**src/rtl/instr_cache_pkg.sv**
```systemverilog
// Shared widths and FSM encoding for the direct-mapped instruction cache.
package instr_cache_pkg;
    localparam int INDEX_BITS  = 3;
    localparam int OFFSET_BITS = 4;
    localparam int ADDR_BITS   = 10;
    localparam int TAG_BITS    = ADDR_BITS - INDEX_BITS - OFFSET_BITS;
    localparam int BLOCK_BITS  = 128;
    localparam int NUM_LINES   = 1 << INDEX_BITS;
    localparam int WORD_BITS   = OFFSET_BITS - 2;
    localparam int BADDR_BITS  = TAG_BITS + INDEX_BITS;

    typedef enum logic [1:0] {
        IDLE     = 2'd0,
        MEM_READ = 2'd1,
        UPDATE   = 2'd2
    } state_e;
endpackage

```
**src/rtl/instr_cache_store.sv**
```systemverilog
// Line store: valid/tag/data arrays, one combinational read port, one clocked write port.
module instr_cache_store
    import instr_cache_pkg::*;
(
    input  logic                  clk_i,
    input  logic                  rst_n_i,
    input  logic [INDEX_BITS-1:0] rd_index_i,
    output logic                  rd_valid_o,
    output logic [TAG_BITS-1:0]   rd_tag_o,
    output logic [BLOCK_BITS-1:0] rd_data_o,
    input  logic                  we_i,
    input  logic [INDEX_BITS-1:0] wr_index_i,
    input  logic [TAG_BITS-1:0]   wr_tag_i,
    input  logic [BLOCK_BITS-1:0] wr_data_i
);
    logic [NUM_LINES-1:0]  valid_q;
    logic [TAG_BITS-1:0]   tag_q  [NUM_LINES];
    logic [BLOCK_BITS-1:0] data_q [NUM_LINES];

    // Only valid bits are cleared; tag/data contents are masked by valid.
    always_ff @(posedge clk_i or negedge rst_n_i) begin
        if (!rst_n_i)
            valid_q <= '0;
        else if (we_i)
            valid_q[wr_index_i] <= 1'b1;
    end

    always_ff @(posedge clk_i) begin
        if (we_i) begin
            tag_q[wr_index_i]  <= wr_tag_i;
            data_q[wr_index_i] <= wr_data_i;
        end
    end

    assign rd_valid_o = valid_q[rd_index_i];
    assign rd_tag_o   = tag_q[rd_index_i];
    assign rd_data_o  = data_q[rd_index_i];
endmodule

```
**src/rtl/instr_cache.sv**
```systemverilog
// Read-only direct-mapped I-cache: same-cycle hits, stall and block refill on miss.
module instr_cache
    import instr_cache_pkg::*;
(
    input  logic                  CLK,
    input  logic                  RESET,
    input  logic [31:0]           PC,
    output logic [31:0]           INSTRUCTION,
    output logic                  BUSYWAIT,
    output logic                  IMEM_READ,
    output logic [BADDR_BITS-1:0] IMEM_ADDRESS,
    input  logic [BLOCK_BITS-1:0] IMEM_READDATA,
    input  logic                  IMEM_BUSYWAIT
);
    state_e                  state_q, state_d;
    logic [BADDR_BITS-1:0]   baddr_q, baddr_d;
    logic [BLOCK_BITS-1:0]   refill_q, refill_d;

    logic [TAG_BITS-1:0]     pc_tag;
    logic [INDEX_BITS-1:0]   pc_index;
    logic [WORD_BITS-1:0]    pc_word;
    logic                    rd_valid, hit, we, busy;
    logic [TAG_BITS-1:0]     rd_tag;
    logic [BLOCK_BITS-1:0]   rd_data;
    logic                    unused_pc;

    assign pc_tag    = PC[ADDR_BITS-1 -: TAG_BITS];
    assign pc_index  = PC[OFFSET_BITS +: INDEX_BITS];
    assign pc_word   = PC[2 +: WORD_BITS];
    assign unused_pc = ^{PC[31:ADDR_BITS], PC[1:0]};

    instr_cache_store u_store (
        .clk_i      (CLK),
        .rst_n_i    (RESET),
        .rd_index_i (pc_index),
        .rd_valid_o (rd_valid),
        .rd_tag_o   (rd_tag),
        .rd_data_o  (rd_data),
        .we_i       (we),
        .wr_index_i (baddr_q[INDEX_BITS-1:0]),
        .wr_tag_i   (baddr_q[BADDR_BITS-1 -: TAG_BITS]),
        .wr_data_i  (refill_q)
    );

    assign hit         = rd_valid && (rd_tag == pc_tag);
    assign INSTRUCTION = rd_valid ? rd_data[{pc_word, 5'b0} +: 32] : 32'h0;
    // Gate the stall with reset so it drops immediately, not at the next edge.
    assign BUSYWAIT     = busy & RESET;
    assign IMEM_ADDRESS = baddr_q;

    always_ff @(posedge CLK or negedge RESET) begin
        if (!RESET) begin
            state_q  <= IDLE;
            baddr_q  <= '0;
            refill_q <= '0;
        end else begin
            state_q  <= state_d;
            baddr_q  <= baddr_d;
            refill_q <= refill_d;
        end
    end

    always_comb begin
        state_d   = state_q;
        baddr_d   = baddr_q;
        refill_d  = refill_q;
        IMEM_READ = 1'b0;
        busy      = 1'b1;
        we        = 1'b0;
        case (state_q)
            IDLE: begin
                busy = ~hit;
                if (!hit) begin
                    baddr_d = {pc_tag, pc_index};
                    state_d = MEM_READ;
                end
            end
            MEM_READ: begin
                IMEM_READ = 1'b1;
                if (!IMEM_BUSYWAIT) begin
                    refill_d = IMEM_READDATA;
                    state_d  = UPDATE;
                end
            end
            UPDATE: begin
                we      = 1'b1;
                state_d = IDLE;
            end
            default: state_d = IDLE;
        endcase
    end
endmodule

```
**config.mk**
```make
export PLATFORM = sky130hd
export DESIGN_NAME = instr_cache
export DESIGN_NICKNAME = d
export VERILOG_FILES = /design/src/rtl/instr_cache_pkg.sv /design/src/rtl/instr_cache_store.sv /design/src/rtl/instr_cache.sv
export SDC_FILE = /design/constraint.sdc
export NUM_CORES = 1
export LEC_CHECK = 0
export BUFFER_PORTS_ARGS = -buffer_cell sky130_fd_sc_hd__buf_4
export CORE_MARGIN = 3
export CORE_UTILIZATION = 40
export CTS_BUF_LIST = sky130_fd_sc_hd__clkbuf_4 sky130_fd_sc_hd__clkbuf_8 sky130_fd_sc_hd__clkbuf_16
export DETAILED_ROUTE_END_ITERATION = 12
export PLACE_DENSITY = 0.68
export REMOVE_ABC_BUFFERS = 1
export SYNTH_ARGS = -nofsm -noshare
export SYNTH_HDL_FRONTEND = slang
export SYNTH_SLANG_ARGS = --single-unit
```
**constraint.sdc**
```tcl
create_clock -name CLK -period 21 [get_ports CLK]
set_input_delay 4.2 -clock CLK [delete_from_list [all_inputs] [get_ports CLK]]
set_output_delay 4.2 -clock CLK [all_outputs]
set_load 0.02 [all_outputs]
```
==> impl_metrics.py <==
metrics = {
    "worst_setup_path": {
        "required_ns": 16.80,
        "cp_slowest_cell": "buf_4",
        "r2r-start": "IMEM_ADDRESS[0]",
        "path_cells": "buf_8 -> buf_4 -> buf_4 -> mux4_2 -> mux4_2 -> mux2i_1 -> nor2_1 -> buf_4",
        "cp.arrival_ns": 8.40,
        "path_class": "input pin to output port",
        "crit_path_max_fanout": 75,
        "end_kind": "output port",
        "r2r_cells": 5,
        "cpPeakStageDelay_ns": 0.94,
        "crit_start": "PC[4]",
        "cp-start-kind": "input pin",
        "crit_top_cell": "buf_4",
    },
    "synthesis": {
        "syn_area_per_cell_um2": 24.37,
        "yosysMostFrequentCell": "edfxtp_1",
        "ys.flop_type": "edfxtp_1",
        "synthTopCellsByArea": "edfxtp_1 (70%), mux4_2 (16%), dfrtp_1 (8.0%)",
        "yosys.area_share.simple": 0.005763,
        "synth-seq-cells": 1192,
        "syn_inst": 1853,
        "ys_async_sr_fraction": 0.1208,
        "synthAdderAreaFrac": 0,
        "ys_warn_count": 0,
        "netlist_top_cells_count": "edfxtp_1 (1,048), mux4_2 (325), dfrtp_1 (144)",
        "muxShareOfSynthArea": 0.2058,
        "synth_top_family_by_area": "multiplexers",
        "seq_area_frac_synth": 0.7767,
        "ys_types": 27,
        "synth_compound_area_frac": 0.001053,
        "synth_xor_area_frac": 0.0005819,
        "synth_top_area_share": 0.6969,
        "synth_top_area_cell": "edfxtp_1",
        "synth-edff-count": 1048,
        "synth_area_mm2": 0.04516,
    },
    "clock_tree": {
        "cts_sinks": 1192,
        "clk_pin_slew_ns": 0.06,
        "ctsHoldBuffers": 0,
        "insertion_delay_ns": 0.68,
        "ctsResizeCount": 0,
        "cts_root_buf": "clkbuf_16",
        "htree_levels": 3,
        "cts_max_path_buffers": 3,
        "tritoncts": "done",
        "cts-buffers-inserted": 116,
        "post_cts_buffers": 0,
    },
    "sta": {
        "relSlewSlack": 0.2493,
        "period_share": 0.6000,
        "hold_viol_final": 0,
        "finalClockSkew_ns": 0.01962,
        "worst_slew_pin_slew_ns": 1.126,
        "post-route-min-period_ns": 12.60,
        "rsz0062_at_grt": "no",
        "setup_viol": 0,
        "max_freq_mhz": 79.37,
        "tns_ns": 0,
        "drv_slew": 0,
    },
    "die": {
        "fp-row-count": 122,
        "dieArea_mm2": 0.1170,
        "core_mm2": 0.1113,
        "ios": 203,
        "initial_core_util": 0.4058,
        "die_w_um": 342.0,
        "die_h_um": 342.0,
    },
    "global_route": {
        "grt_usage": 0.1650,
        "antenna_found_initial": 6,
        "grt_pass1_vias": 21670,
        "overflow": 0,
        "grt_pass1_wl_mm": 142.8,
        "grt_max_degree": 81,
    },
    "layout": {
        "drive_gt1_frac": 0.4079,
        "diodes": 0,
        "nets": 2258,
        "syn_to_final_growth_pct": 15.79,
    },
    "place": {
        "finalWeightedCongestion": 0.6983,
        "post-dp-hpwl_mm": 50.15,
        "portBuffers": 178,
    },
    "power_and_ir_drop": {
        "comb_power_share": 0.096,
        "seqPwrFrac": 0.557,
        "power_w": 0.006076,
        "p_leak_nw": 17.18,
        "ir_drop_mv": 0.06554,
        "p_switching_w": 0.001467,
        "p_sw_frac": 0.2414,
        "pwr-share-clk": 0.347,
        "power_density_mw_per_mm2": 116.2,
        "power.internal_w": 0.004609,
    },
    "route": {
        "wl_per_cell_um": 25.97,
        "routed_wl_mm": 95.76,
        "drtAntennaViolNets": 0,
        "drt_iter0_drc": 1678,
        "vias": 19920,
        "vias_per_cell": 5.402,
        "drtPass1Iterations": 5,
        "drcViolationCount": 0,
    },
    "flow_run": {
        "drv_cap": 0,
    },
    "worst_hold_path": {
        "min_path_type": "flop to flop",
        "hold_depth": 1,
        "worstHoldStart": "u_store.valid_q[3]",
    },
    "outcome": {
        "outcome": "finished clean",
    },
}
cell families after synthesis:
logic type / count (synthesis)
flip-flops: 1192
multiplexers: 500
buffers and inverters: 97
AND/OR/NAND/NOR: 57
AO/OA/AOI/OAI: 4
XOR/XNOR: 3
path summary, 6_finish.rpt:
path                                          to  slack, ns
hold / removal                u_store.valid_q[3]       0.46
hold reg to reg               u_store.valid_q[3]       0.46
min in group asynchronous           refill_q[70]       3.40
max in group asynchronous          refill_q[104]      16.25
setup reg to reg           u_store.data_q[0][38]      17.13
setup / recovery                 INSTRUCTION[17]       8.40
cells in the final DEF (no fill, tap or decap), drive strengths merged:
master	n
a21oi	1
a41oi	1
and2	1
buf	218
bufinv	11
clkbuf	149
clkinv	53
clkinvlp	5
dfrtp	144
edfxtp	1048
inv	7
mux2	134
mux2i	39
mux4	327
nand2	1
nand2b	2
nand3b	1
nand4	1
nor2	38
nor2b	1
nor3	2
o21a	2
or2	9
or3b	1
xor2	3
worst max-delay path: cells and delay by family:
kind	cells	cell delay, ns
and+or+nand+nor	1	0.12
muxes	3	1.27
buffers and inverters	4	2.62
flip-flops by register name (all words and copies together), names as in the netlist:
name             flops
u_store.valid_q      8
u_store.data_q    1024
state_q              2
IMEM_ADDRESS         6
refill_q           128
u_store.tag_q       24
per-layer routing:
layer / vias up / track usage / part of all wire
met5: - / 0 / 0.00021
met1: 10840 / 0.2311 / 0.43
met2: 600 / 0.2714 / 0.50
met3: 115 / 0.03016 / 0.062
li1: 8357 / - / -
met4: 2 / 0.03801 / 0.016
power by group through the flow:
stage | Combinational (W) | Clock (W) | Sequential (W)
finish | 0.000583 | 0.00211 | 0.00338
global route | 0.000625 | 0.00226 | 0.00343
CTS | 0.000599 | 0.00216 | 0.00338
detailed placement | 0.000597 | 0 | 0.00343
global placement | 0.000588 | 0 | 0.00338
floorplan | 0.000352 | 0 | 0.00334
area by class of cell:
class / count / area [um^2]
clock buffers: 148 / 3288
clock inverters: 74 / 688.2
fillers: 8878 / 58990
inverters: 2 / 7.507
multi-input cells: 564 / 9698
flip-flops and latches: 1192 / 35070
well taps: 1488 / 1862
repair buffers: 219 / 1669
metrics by stage:
stage | hold WS, ns | setup slack [ns] | cell area (um^2) | instances | utilization
CTS | 0.4630 | 8.229 | 52290 | 3687 | 0.4699
finish | 0.4585 | 8.400 | 52290 | 3687 | 0.4699
floorplan | 0.4300 | 10.17 | 44710 | 1758 | -
global route | 0.4770 | 7.913 | 52290 | 3687 | 0.4699
global placement | 0.4444 | 8.262 | 48310 | 3465 | 0.4341
detailed placement | 0.4483 | 8.227 | 48310 | 3465 | 0.4341
No activity file was read; power rests on OpenSTA's default activity.
